**config.mk**
```make
export PLATFORM = sky130hd
export DESIGN_NAME = mem_arbiter
export DESIGN_NICKNAME = d
export VERILOG_FILES = /design/src/rtl/riscv_mem_pkg.sv /design/src/rtl/sat_counter.sv /design/src/rtl/mem_arbiter.sv
export SDC_FILE = /design/constraint.sdc
export NUM_CORES = 1
export LEC_CHECK = 0
export ABC_AREA = 1
export CAP_MARGIN = 20
export CORE_AREA = 5 5 291 293
export DETAILED_ROUTE_END_ITERATION = 10
export DIE_AREA = 0 0 296 298
export SLEW_MARGIN = 10
export SYNTH_ARGS = -nofsm -noshare
export SYNTH_HDL_FRONTEND = slang
export SYNTH_SLANG_ARGS = --single-unit
```
**constraint.sdc**
```tcl
create_clock -name clk -period 3.43 [get_ports clk]
set_input_delay 0.5145 -clock clk [delete_from_list [all_inputs] [get_ports clk]]
set_output_delay 0.5145 -clock clk [all_outputs]
set_load 0.03 [all_outputs]
```
**src/rtl/riscv_mem_pkg.sv**
```systemverilog
`default_nettype none
// +----------------------------------------------------------------------+
// | riscv_mem_pkg : shared types and default widths for the memory port   |
// | Rev 1.0                                                               |
// +----------------------------------------------------------------------+
package riscv_mem_pkg;

    localparam int DEF_ADDR_W = 28;
    localparam int DEF_DATA_W = 128;
    localparam int DEF_CNT_W  = 16;

    typedef enum logic [1:0] {
        IDLE    = 2'd0,
        SERVE_I = 2'd1,
        SERVE_D = 2'd2,
        RELEASE = 2'd3
    } state_t;

    typedef enum logic {
        GRANT_I = 1'b0,
        GRANT_D = 1'b1
    } grant_t;

endpackage
`default_nettype wire

```
**src/rtl/sat_counter.sv**
```systemverilog
`default_nettype none
// +----------------------------------------------------------------------+
// | sat_counter : enable-driven up counter that sticks at all-ones        |
// | Rev 1.0                                                               |
// +----------------------------------------------------------------------+
module sat_counter #(
    parameter int CNT_W = 16
) (
    input  logic             clk,
    input  logic             rst_n,
    input  logic             en_i,
    output logic [CNT_W-1:0] cnt_o
);

    logic [CNT_W-1:0] cnt_q;

    always_ff @(posedge clk or negedge rst_n) begin
        if (!rst_n) begin
            cnt_q <= '0;
        end else if (en_i && (cnt_q != {CNT_W{1'b1}})) begin
            cnt_q <= cnt_q + {{(CNT_W-1){1'b0}}, 1'b1};
        end
    end

    assign cnt_o = cnt_q;

endmodule
`default_nettype wire

```
**src/rtl/mem_arbiter.sv**
```systemverilog
`default_nettype none
// +----------------------------------------------------------------------+
// | mem_arbiter : round-robin share of one memory port between I$ and D$  |
// | Rev 1.0                                                               |
// +----------------------------------------------------------------------+
module mem_arbiter
    import riscv_mem_pkg::*;
#(
    parameter int ADDR_W = DEF_ADDR_W,
    parameter int DATA_W = DEF_DATA_W,
    parameter int CNT_W  = DEF_CNT_W
) (
    input  logic              clk,
    input  logic              rst,
    input  logic              i_read,
    input  logic [ADDR_W-1:0] i_addr,
    output logic [DATA_W-1:0] i_rdata,
    output logic              i_ready,
    input  logic              d_read,
    input  logic              d_write,
    input  logic [ADDR_W-1:0] d_addr,
    input  logic [DATA_W-1:0] d_wdata,
    output logic [DATA_W-1:0] d_rdata,
    output logic              d_ready,
    output logic              mem_read,
    output logic              mem_write,
    output logic [ADDR_W-1:0] mem_addr,
    output logic [DATA_W-1:0] mem_wdata,
    input  logic [DATA_W-1:0] mem_rdata,
    input  logic              mem_ready,
    output logic [CNT_W-1:0]  i_wait_cycles,
    output logic [CNT_W-1:0]  d_wait_cycles
);

    state_t            state_q,      state_d;
    grant_t            last_grant_q, last_grant_d;
    logic              write_q,      write_d;
    logic [ADDR_W-1:0] addr_q,       addr_d;
    logic [DATA_W-1:0] wdata_q,      wdata_d;
    logic [DATA_W-1:0] i_rdata_q,    i_rdata_d;
    logic [DATA_W-1:0] d_rdata_q,    d_rdata_d;
    logic              i_ready_q,    i_ready_d;
    logic              d_ready_q,    d_ready_d;

    logic w_d_req;
    logic w_serving;

    assign w_d_req   = d_read | d_write;
    assign w_serving = (state_q == SERVE_I) || (state_q == SERVE_D);

    always_comb begin
        state_d      = state_q;
        last_grant_d = last_grant_q;
        write_d      = write_q;
        addr_d       = addr_q;
        wdata_d      = wdata_q;
        i_rdata_d    = i_rdata_q;
        d_rdata_d    = d_rdata_q;
        i_ready_d    = 1'b0;
        d_ready_d    = 1'b0;
        case (state_q)
            IDLE: begin
                // On a tie, D wins unless it was the last one served.
                if (w_d_req && (!i_read || (last_grant_q == GRANT_I))) begin
                    state_d = SERVE_D;
                    write_d = d_write;
                    addr_d  = d_addr;
                    if (d_write) begin
                        wdata_d = d_wdata;
                    end
                end else if (i_read) begin
                    state_d = SERVE_I;
                    write_d = 1'b0;
                    addr_d  = i_addr;
                end
            end
            SERVE_I: begin
                if (mem_ready) begin
                    i_rdata_d    = mem_rdata;
                    i_ready_d    = 1'b1;
                    last_grant_d = GRANT_I;
                    state_d      = RELEASE;
                end
            end
            SERVE_D: begin
                if (mem_ready) begin
                    if (!write_q) begin
                        d_rdata_d = mem_rdata;
                    end
                    d_ready_d    = 1'b1;
                    last_grant_d = GRANT_D;
                    state_d      = RELEASE;
                end
            end
            RELEASE: state_d = IDLE;
            default: state_d = IDLE;
        endcase
    end

    always_ff @(posedge clk or negedge rst) begin
        if (!rst) begin
            state_q      <= IDLE;
            last_grant_q <= GRANT_I;
            write_q      <= 1'b0;
            addr_q       <= '0;
            wdata_q      <= '0;
            i_rdata_q    <= '0;
            d_rdata_q    <= '0;
            i_ready_q    <= 1'b0;
            d_ready_q    <= 1'b0;
        end else begin
            state_q      <= state_d;
            last_grant_q <= last_grant_d;
            write_q      <= write_d;
            addr_q       <= addr_d;
            wdata_q      <= wdata_d;
            i_rdata_q    <= i_rdata_d;
            d_rdata_q    <= d_rdata_d;
            i_ready_q    <= i_ready_d;
            d_ready_q    <= d_ready_d;
        end
    end

    assign mem_read  = w_serving && !write_q;
    assign mem_write = w_serving &&  write_q;
    assign mem_addr  = addr_q;
    assign mem_wdata = wdata_q;
    assign i_rdata   = i_rdata_q;
    assign d_rdata   = d_rdata_q;
    assign i_ready   = i_ready_q;
    assign d_ready   = d_ready_q;

    logic w_i_wait_en;
    logic w_d_wait_en;

    assign w_i_wait_en = i_read  && !i_ready_q;
    assign w_d_wait_en = w_d_req && !d_ready_q;

    sat_counter #(.CNT_W(CNT_W)) u_i_wait (
        .clk   (clk),
        .rst_n (rst),
        .en_i  (w_i_wait_en),
        .cnt_o (i_wait_cycles)
    );

    sat_counter #(.CNT_W(CNT_W)) u_d_wait (
        .clk   (clk),
        .rst_n (rst),
        .en_i  (w_d_wait_en),
        .cnt_o (d_wait_cycles)
    );

endmodule
`default_nettype wire

```
==> impl_metrics.env, run 1 <==
export IMPL_outcome="finished clean"
export IMPL_cts_resized=0
export IMPL_gp_congestion=0.793
export IMPL_required_ns=2.92
export IMPL_syn_area_per_cell_um2=10.3
export IMPL_rsz0062_at_grt="false"
export IMPL_min_period_ns=2.87
export IMPL_max_vdd_ir_drop_uv=625
export IMPL_antenna_found_initial=11
export IMPL_finalMaxSlewViolations=0
export IMPL_p_leak_nw=12.7
export IMPL_final_hold_viol_count=0
export IMPL_cts_buffers=53
export IMPL_relSlewSlack_pct=49.7
export IMPL_grtUsageTotal_pct=14.9
export IMPL_placeableCoreArea_mm2=0.0816
export IMPL_nNetsFinal=2803
export IMPL_wl_per_cell_um=19.1
export IMPL_synth_distinct_cells=28
export IMPL_ys_warn_count=0
export IMPL_worst_setup_path_start_kind="flop"
export IMPL_grt_pass1_vias=15000
export IMPL_dp_hpwl_um=52600
export IMPL_grt_overflow=0
export IMPL_drc_errors=0
export IMPL_fin_cells=3593
export IMPL_die_height_um=298
export IMPL_power_density_mw_per_mm2=1040
export IMPL_mostFrequentLayoutCell="clkdlybuf4s50_1"
export IMPL_tns_ns=0
export IMPL_fin_ws_ns=0.555
export IMPL_first_pass_iters=4
export IMPL_synth_seq_cells=450
export IMPL_vias=14500
export IMPL_post_place_cells=3493
export IMPL_cts_sinks=450
export IMPL_port_buffers=765
export IMPL_die_w_um=296
export IMPL_tightestPinTransition_ns=0.755
export IMPL_pre_cts_ws_ns=0.825
export IMPL_start_util_pct=21.6
export IMPL_synth_edf_count=0
export IMPL_routed_wirelength_um=68700
export IMPL_critPathKind="flop to output port"
export IMPL_setup_viol=0
export IMPL_drt_iter0_drc=693
export IMPL_cts_root_buf="clkbuf_16"
export IMPL_dieArea_mm2=0.0882
export IMPL_arrival_ns=2.36
export IMPL_ys_seq_area_share_pct=63.8
export IMPL_clk_latency_ns=0.58
export IMPL_clockBufferDepth=3
export IMPL_crit_path_end_kind="output port"
export IMPL_post_cts_buffers=0
export IMPL_vias_per_cell=4.04
export IMPL_max_freq_ghz=0.348
export IMPL_tritoncts="yes"
export IMPL_maxCapViolations=0
export IMPL_netlist_area_mm2=0.0176
export IMPL_hp_class="input port to async pin"
export IMPL_synthFlopType="dfrtp_1"
export IMPL_grt_pass1_wl_um=99700
export IMPL_drive_gt1_share_pct=6.23
export IMPL_num_fill_cells=8210
export IMPL_period_share_pct=83.8
export IMPL_async_flop_share_pct=100
export IMPL_ant_nets=0
export IMPL_area_growth_pct=61.7
export IMPL_grt_max_degree=112
export IMPL_clk_pin_slew_worst_paths_ns=0.06
export IMPL_htree_levels=2
export IMPL_finClkSkew_ns=0.0100
export IMPL_final_cell_mix="clkdlybuf4s50_1, dfrtp_1, nand2_1"
export IMPL_netlist_instances=1710
export IMPL_syn_nets=2034
export IMPL_ioPinCount=766
export IMPL_cp_max_fo=4
export IMPL_fin_util_pct=35.0
export IMPL_rows=105
==> what timing repair did <==
item	4_1_cts	5_1_grt
hold buffers	1	0
hold endpoints to repair	40	0
setup endpoints to repair	0	0
==> metrics by stage <==
stage          hold slack, ns  power (W)  cell area (um^2)
3_5_place_dp            0.472     0.0240             26600
6_report                0.459     0.0297             28500
5_1_grt                 0.450     0.0314             28500
2_1_floorplan           0.219     0.0167             17600
3_3_place_gp            0.464     0.0239             26600
4_1_cts                 0.425     0.0302             28500
==> cell usage after synthesis (2+ instances only) <==
master	count	area [um^2]
o21ai_1	5	25.0
dfrtp_1	450	11300
inv_1	168	631
a31oi_1	28	175
buf_2	27	135
nor2_1	68	255
buf_1	9	33.8
xnor2_1	7	61.3
buf_4	3	22.5
o21ai_0	273	1370
nor2_2	3	18.8
nand3_1	13	65.1
ha_1	6	75.1
nand2_4	2	22.5
nor2_4	2	22.5
mux2_1	109	1230
nand3b_1	5	37.5
mux2_2	19	214
xor2_1	3	26.3
buf_6	2	22.5
a21oi_1	2	10.0
clkbuf_1	44	165
nand4_1	7	43.8
nand2_1	451	1690
==> worst paths after layout <==
check / from / endpoint / slack [ns] / cells after the start
setup / recovery: state_q[0] / mem_read / 0.56 / 5
hold reg to reg: i_rdata[127] / i_rdata[127] / 0.48 / 2
min in group clk: i_rdata[127] / i_rdata[127] / 0.48 / 2
hold / removal: rst / mem_addr[19] / 0.46 / 2
setup reg to reg: state_q[0] / mem_wdata[18] / 1.17 / 5
max in group asynchronous: rst / d_rdata[34] / 1.91 / 3
==> registers in the layout (all words and copies together) (netlist names) <==
signal,cells
i_rdata,128
mem_addr,28
u_d_wait.cnt_o,16
last_grant_q,1
d_rdata,128
mem_wdata,128
write_q,1
d_ready,1
state_q,2
u_i_wait.cnt_o,16
i_ready,1
==> metal layers <==
metal  global-route usage, %  share of wire [%]
met5                       0               0.12
met3                    6.80                 11
met1                    16.4                 37
met4                    5.26                3.8
met2                    25.2                 48
==> worst max-delay path, cell delays in order (launching register included) <==
cell and delay [ns]:
dfrtp_1 0.35, inv_1 0.09, ha_1 0.33, inv_1 0.08, nor2_1 0.18, clkdlybuf4s50_1 0.76
==> area by class of cell <==
cell class                      instances  area (um^2)  share of cell area (%)
Timing Repair Buffer                  799         8010                    28.1
Inverter                              168          631                    2.21
Sequential cell                       450        11300                    39.5
Clock buffer                           79         1630                    5.70
Multi-Input combinational cell       1007         5410                    19.0
Clock inverter                         18          251                   0.881
Antenna cell                            2         5.00                  0.0175
Tap cell                             1070         1340                    4.69
==> power by group <==
part           total, W  switching [W]  leakage, nW  internal (W)
registers       0.00918        0.00144         5.56       0.00774
logic            0.0145        0.00876         6.24       0.00577
clock network   0.00603        0.00231        0.923       0.00371
total            0.0297         0.0125         12.7        0.0172
==> logic make-up (layout without fill, tap and decap cells) <==
group / after synthesis / in the layout / share of synthesized area (%)
buffers and inverters: 253 / 1064 / 5.72
multiplexers: 128 / 128 / 8.17
AO/OA/AOI/OAI: 310 / 310 / 9.03
adder cells (fa/ha/maj): 6 / 6 / 0.426
XOR/XNOR: 10 / 10 / 0.496
other: 0 / 2 / 0
flip-flops: 450 / 450 / 63.8
AND/OR/NAND/NOR: 553 / 553 / 12.3
Power figures use the tool's default switching activity.
==> run 2, diff against run 1 <==
clock period = 3.02 ns   (was 3.43 ns; I/O delays follow)
==> run 2 against run 1 <==
  * Cell area about the same
  * Highest routed layer unchanged
  * Sequential cell count unchanged
  * Wire length grew 0.39%
  * Global-route usage up 0.056 points
  * Worst setup slack lost 0.34 ns
  * Clock skew up 0.020 ns
  * Die area stayed put
  * Largest power group unchanged
==> impl_metrics.env, run 2 (same netlist as run 1, synthesis figures left out) <==
export IMPL_first_pass_iters=7
export IMPL_die_w_um=296
export IMPL_ant_nets=0
export IMPL_sequentialPowerShare_pct=31.0
export IMPL_clk_latency_ns=0.59
export IMPL_fin_util_pct=35.0
export IMPL_num_fill_cells=8202
export IMPL_dieArea_mm2=0.0882
export IMPL_grt_overflow=0
export IMPL_area_growth_pct=61.7
export IMPL_grt_pass1_wl_um=99700
export IMPL_finClkSkew_ns=0.0305
export IMPL_start_util_pct=21.6
export IMPL_finalMaxSlewViolations=0
export IMPL_crit_path_end_kind="output port"
export IMPL_total_power_w=0.0336
export IMPL_vias=14600
export IMPL_rows=105
export IMPL_wl_per_cell_um=19.2
export IMPL_vias_per_cell=4.07
export IMPL_grt_max_degree=103
export IMPL_drc_errors=0
export IMPL_drt_iter0_drc=654
export IMPL_grtUsageTotal_pct=14.9
export IMPL_tightestPinTransition_ns=0.752
export IMPL_cts_sinks=450
export IMPL_switching_share_pct=42.2
export IMPL_final_hold_viol_count=0
export IMPL_relSlewSlack_pct=49.9
export IMPL_min_period_ns=2.80
export IMPL_final_cell_mix="clkdlybuf4s50_1, dfrtp_1, nand2_1"
export IMPL_area_sequential_mm2=0.0113
export IMPL_rsz0062_at_grt="false"
export IMPL_antenna_found_initial=10
export IMPL_p_int_w=0.0194
export IMPL_routed_wirelength_um=68900
export IMPL_setup_viol=0
export IMPL_required_ns=2.57
export IMPL_clockBufferDepth=3
export IMPL_hold_depth=3
export IMPL_ff2ff_path_depth=6
export IMPL_cts_buffers=53
export IMPL_htree_levels=2
export IMPL_mostFrequentLayoutCell="clkdlybuf4s50_1"
export IMPL_critPathKind="flop to output port"
export IMPL_hold_buffers=1
export IMPL_max_freq_ghz=0.357
export IMPL_hp_class="input port to flop"
export IMPL_nNetsFinal=2803
export IMPL_cts_resized=0
export IMPL_period_share_pct=92.9
export IMPL_p_comb_share_pct=49.2
export IMPL_dp_hpwl_um=52900
export IMPL_tns_ns=0
export IMPL_arrival_ns=2.35
export IMPL_tritoncts="yes"
export IMPL_cts_root_buf="clkbuf_16"
export IMPL_maxCapViolations=0
export IMPL_outcome="finished clean"
export IMPL_port_buffers=765
export IMPL_grt_pass1_vias=15000
export IMPL_power_density_mw_per_mm2=1180
export IMPL_drive_gt1_share_pct=5.95
export IMPL_post_cts_buffers=0
export IMPL_max_vdd_ir_drop_uv=790
export IMPL_ioPinCount=766
export IMPL_clk_pin_slew_worst_paths_ns=0.06
export IMPL_gp_congestion=0.809
export IMPL_pwr_share_clk_pct=19.8
export IMPL_die_height_um=298
export IMPL_power_switching_w=0.0142
export IMPL_cp_max_fo=4
export IMPL_placeableCoreArea_mm2=0.0816
export IMPL_multi_input_area_mm2=0.00541
export IMPL_worst_setup_path_start_kind="flop"
export IMPL_p_leak_nw=12.7
==> run 2: worst max-delay path, stage by stage, from the launching register on <==
cell,delay [ns]
dfrtp_1,0.35
inv_1,0.09
ha_1,0.32
inv_1,0.05
nor2_1,0.19
clkdlybuf4s50_1,0.76
==> run 2: layer usage <==
metal	global-route usage, %	wire length, um	up-vias	part of all wire, %
met3	7.23	8070	126	12
met1	16.3	25400	6896	37
met2	24.9	32500	583	47
li1	-	-	7031	-
met4	5.78	2900	10	4.2
met5	0	80	-	0.12
==> run 2: per-stage QoR <==
step	instances	hold WS (ns)	instance area (um^2)	worst slack [ns]
6_report	3596	0.415	28500	0.216
5_1_grt	3590	0.386	28500	0.0381
3_5_place_dp	3493	0.472	26700	0.704
3_3_place_gp	3493	0.465	26700	0.723
4_1_cts	3590	0.357	28500	0.142
2_1_floorplan	1710	0.157	17600	1.35
==> run 2: power groups by stage <==
stage | registers [W] | clock network, W | logic, W
4_1_cts | 0.0104 | 0.00688 | 0.0168
3_3_place_gp | 0.0104 | 0 | 0.0167
2_1_floorplan | 0.0157 | 0 | 0.00333
3_5_place_dp | 0.0105 | 0 | 0.0168
6_report | 0.0104 | 0.00664 | 0.0165
5_1_grt | 0.0108 | 0.00711 | 0.0176
==> run 2: path summary, 6_finish.rpt <==
path                       slack (ns)          from             to
setup reg to reg                 1.07    state_q[0]    mem_addr[0]
setup / recovery                 0.22    state_q[0]       mem_read
max in group asynchronous        1.63           rst  mem_wdata[94]
min in group asynchronous        0.43           rst   mem_wdata[2]
hold / removal                   0.41    d_addr[27]   mem_addr[27]
hold reg to reg                  0.48  i_rdata[110]   i_rdata[110]
==> run 2: area by class of cell <==
class,count,share of cell area (%)
clock inverters,14,0.737
well taps,1070,4.69
repair buffers,799,28.2
flip-flops and latches,450,39.5
clock buffers,82,5.60
diodes,6,0.0526
multi-input cells,1007,19.0
inverters,168,2.21
==> run 3, diff against run 2 <==
CTS_BUF_LIST = sky130_fd_sc_hd__clkbuf_4 sky130_fd_sc_hd__clkbuf_8   (was default)
PLACE_DENSITY_LB_ADDON = 0.12   (was default)
==> run 3 against run 2 <==
  * Global-route usage increased by 0.32 points
  * Worst setup slack improved by 0.091 ns
  * Non-clock buffer count decreased by 8
  * Via count increased by 0.16%
  * Wire length increased by 1.9%
  * Sequential power about the same
  * Hold slack got worse by 0.13 ns
  * Critical path type unchanged
  * Critical endpoint unchanged
  * Highest routed layer unchanged
==> impl_metrics.env, run 3 (same netlist as run 1, synthesis figures left out) <==
export IMPL_drt_iter0_drc=668
export IMPL_tns_ns=0
export IMPL_outcome="finished clean"
export IMPL_drc_errors=0
export IMPL_period_share_pct=89.8
export IMPL_antenna_found_initial=11
export IMPL_drive_gt1_share_pct=8.26
export IMPL_cts_root_buf="clkbuf_8"
export IMPL_clk_latency_ns=0.67
export IMPL_routed_wirelength_um=70200
export IMPL_grt_pass1_vias=15500
export IMPL_min_period_ns=2.71
export IMPL_htree_levels=3
export IMPL_wl_per_cell_um=19.3
export IMPL_arrival_ns=2.26
export IMPL_grt_pass1_wl_um=102000
export IMPL_multi_input_area_mm2=0.00541
export IMPL_finClkSkew_ns=0.0393
export IMPL_vias=14700
export IMPL_total_power_w=0.0332
export IMPL_hp_class="input port to async pin"
export IMPL_grt_overflow=0
export IMPL_start_util_pct=21.6
export IMPL_rsz0062_at_grt="false"
export IMPL_ff2ff_path_depth=5
export IMPL_maxCapViolations=0
export IMPL_tritoncts="yes"
export IMPL_max_freq_ghz=0.369
export IMPL_cts_sinks=450
export IMPL_dp_hpwl_um=52900
export IMPL_mostFrequentLayoutCell="clkdlybuf4s50_1"
export IMPL_relSlewSlack_pct=60.6
export IMPL_die_height_um=298
export IMPL_nNetsFinal=2829
export IMPL_crit_path_end_kind="output port"
export IMPL_clk_pin_slew_worst_paths_ns=0.05
export IMPL_timing_hold_ws_ns=0.283
export IMPL_worst_setup_path_start_kind="flop"
export IMPL_max_vdd_ir_drop_uv=534
export IMPL_cp_max_fo=4
export IMPL_finalMaxSlewViolations=0
export IMPL_cts_buffers=87
export IMPL_grt_max_degree=99
export IMPL_required_ns=2.57
export IMPL_critPathKind="flop to output port"
export IMPL_p_leak_nw=12.8
export IMPL_setup_viol=0
export IMPL_rows=105
export IMPL_dieArea_mm2=0.0882
export IMPL_ioPinCount=766
export IMPL_die_w_um=296
export IMPL_gp_congestion=0.781
export IMPL_vias_per_cell=4.03
export IMPL_grtUsageTotal_pct=15.2
export IMPL_power_density_mw_per_mm2=1160
export IMPL_first_pass_iters=6
export IMPL_cts_resized=0
export IMPL_port_buffers=765
export IMPL_area_sequential_mm2=0.0113
export IMPL_design_area_mm2=0.0285
export IMPL_final_hold_viol_count=0
export IMPL_area_growth_pct=61.6
export IMPL_tightestPinTransition_ns=0.589
export IMPL_ant_nets=0
export IMPL_place_area_mm2=0.0267
export IMPL_clockBufferDepth=3
export IMPL_final_cell_mix="clkdlybuf4s50_1, dfrtp_1, nand2_1"
export IMPL_placeableCoreArea_mm2=0.0816
export IMPL_num_fill_cells=8223
run 3: worst max-delay path: stages (launching register included):
cell             delay, ns
dfrtp_1               0.34
inv_1                 0.09
ha_1                  0.32
inv_1                 0.06
nor2_1                0.08
clkdlybuf4s50_1       0.73
run 3: timing repair:
action                    in CTS  in global routing
hold endpoints to repair      30                  0
hold buffers                   1                  0
setup buffers                  0                  0
run 3: metrics by stage:
stage | setup WS [ns] | utilization (%) | std cells
6_report | 0.307 | 34.9 | 3644
5_1_grt | 0.168 | 34.9 | 3643
4_1_cts | 0.175 | 34.9 | 3638
3_5_place_dp | 0.735 | 32.7 | 3485
3_3_place_gp | 0.743 | 32.7 | 3485
2_1_floorplan | 1.35 | - | 1710
run 3: final cells by class:
class	count	share of cell area, %
Clock buffer	139	5.94
Antenna cell	6	0.0527
Sequential cell	450	39.5
Inverter	168	2.21
Multi-Input combinational cell	1007	19.0
Timing Repair Buffer	791	28.2
Tap cell	1070	4.70
Clock inverter	13	0.417
run 3: report_power, final:
part	switching, W	internal [W]
registers	0.00164	0.00880
clock network	0.00275	0.00357
logic	0.00987	0.00656
total	0.0143	0.0189
run 3: layer usage:
metal / global-route usage [%] / routed length (um) / up-vias
met5: 0 / 54 / -
met4: 4.89 / 1890 / 8
met3: 7.50 / 8110 / 122
met2: 26.7 / 34600 / 597
met1: 16.0 / 25600 / 6851
li1: - / - / 7092
run 3: worst paths after layout:
check,startpoint,endpoint,slack [ns]
max in group asynchronous,rst,mem_wdata[9],1.74
worst min register to register,d_rdata[79],d_rdata[79],0.48
min in group clk,d_addr[22],mem_addr[22],0.36
worst min-delay path,rst,i_rdata[66],0.28
worst max-delay path,state_q[0],mem_read,0.31
worst max register to register,state_q[0],mem_wdata[102],1.10
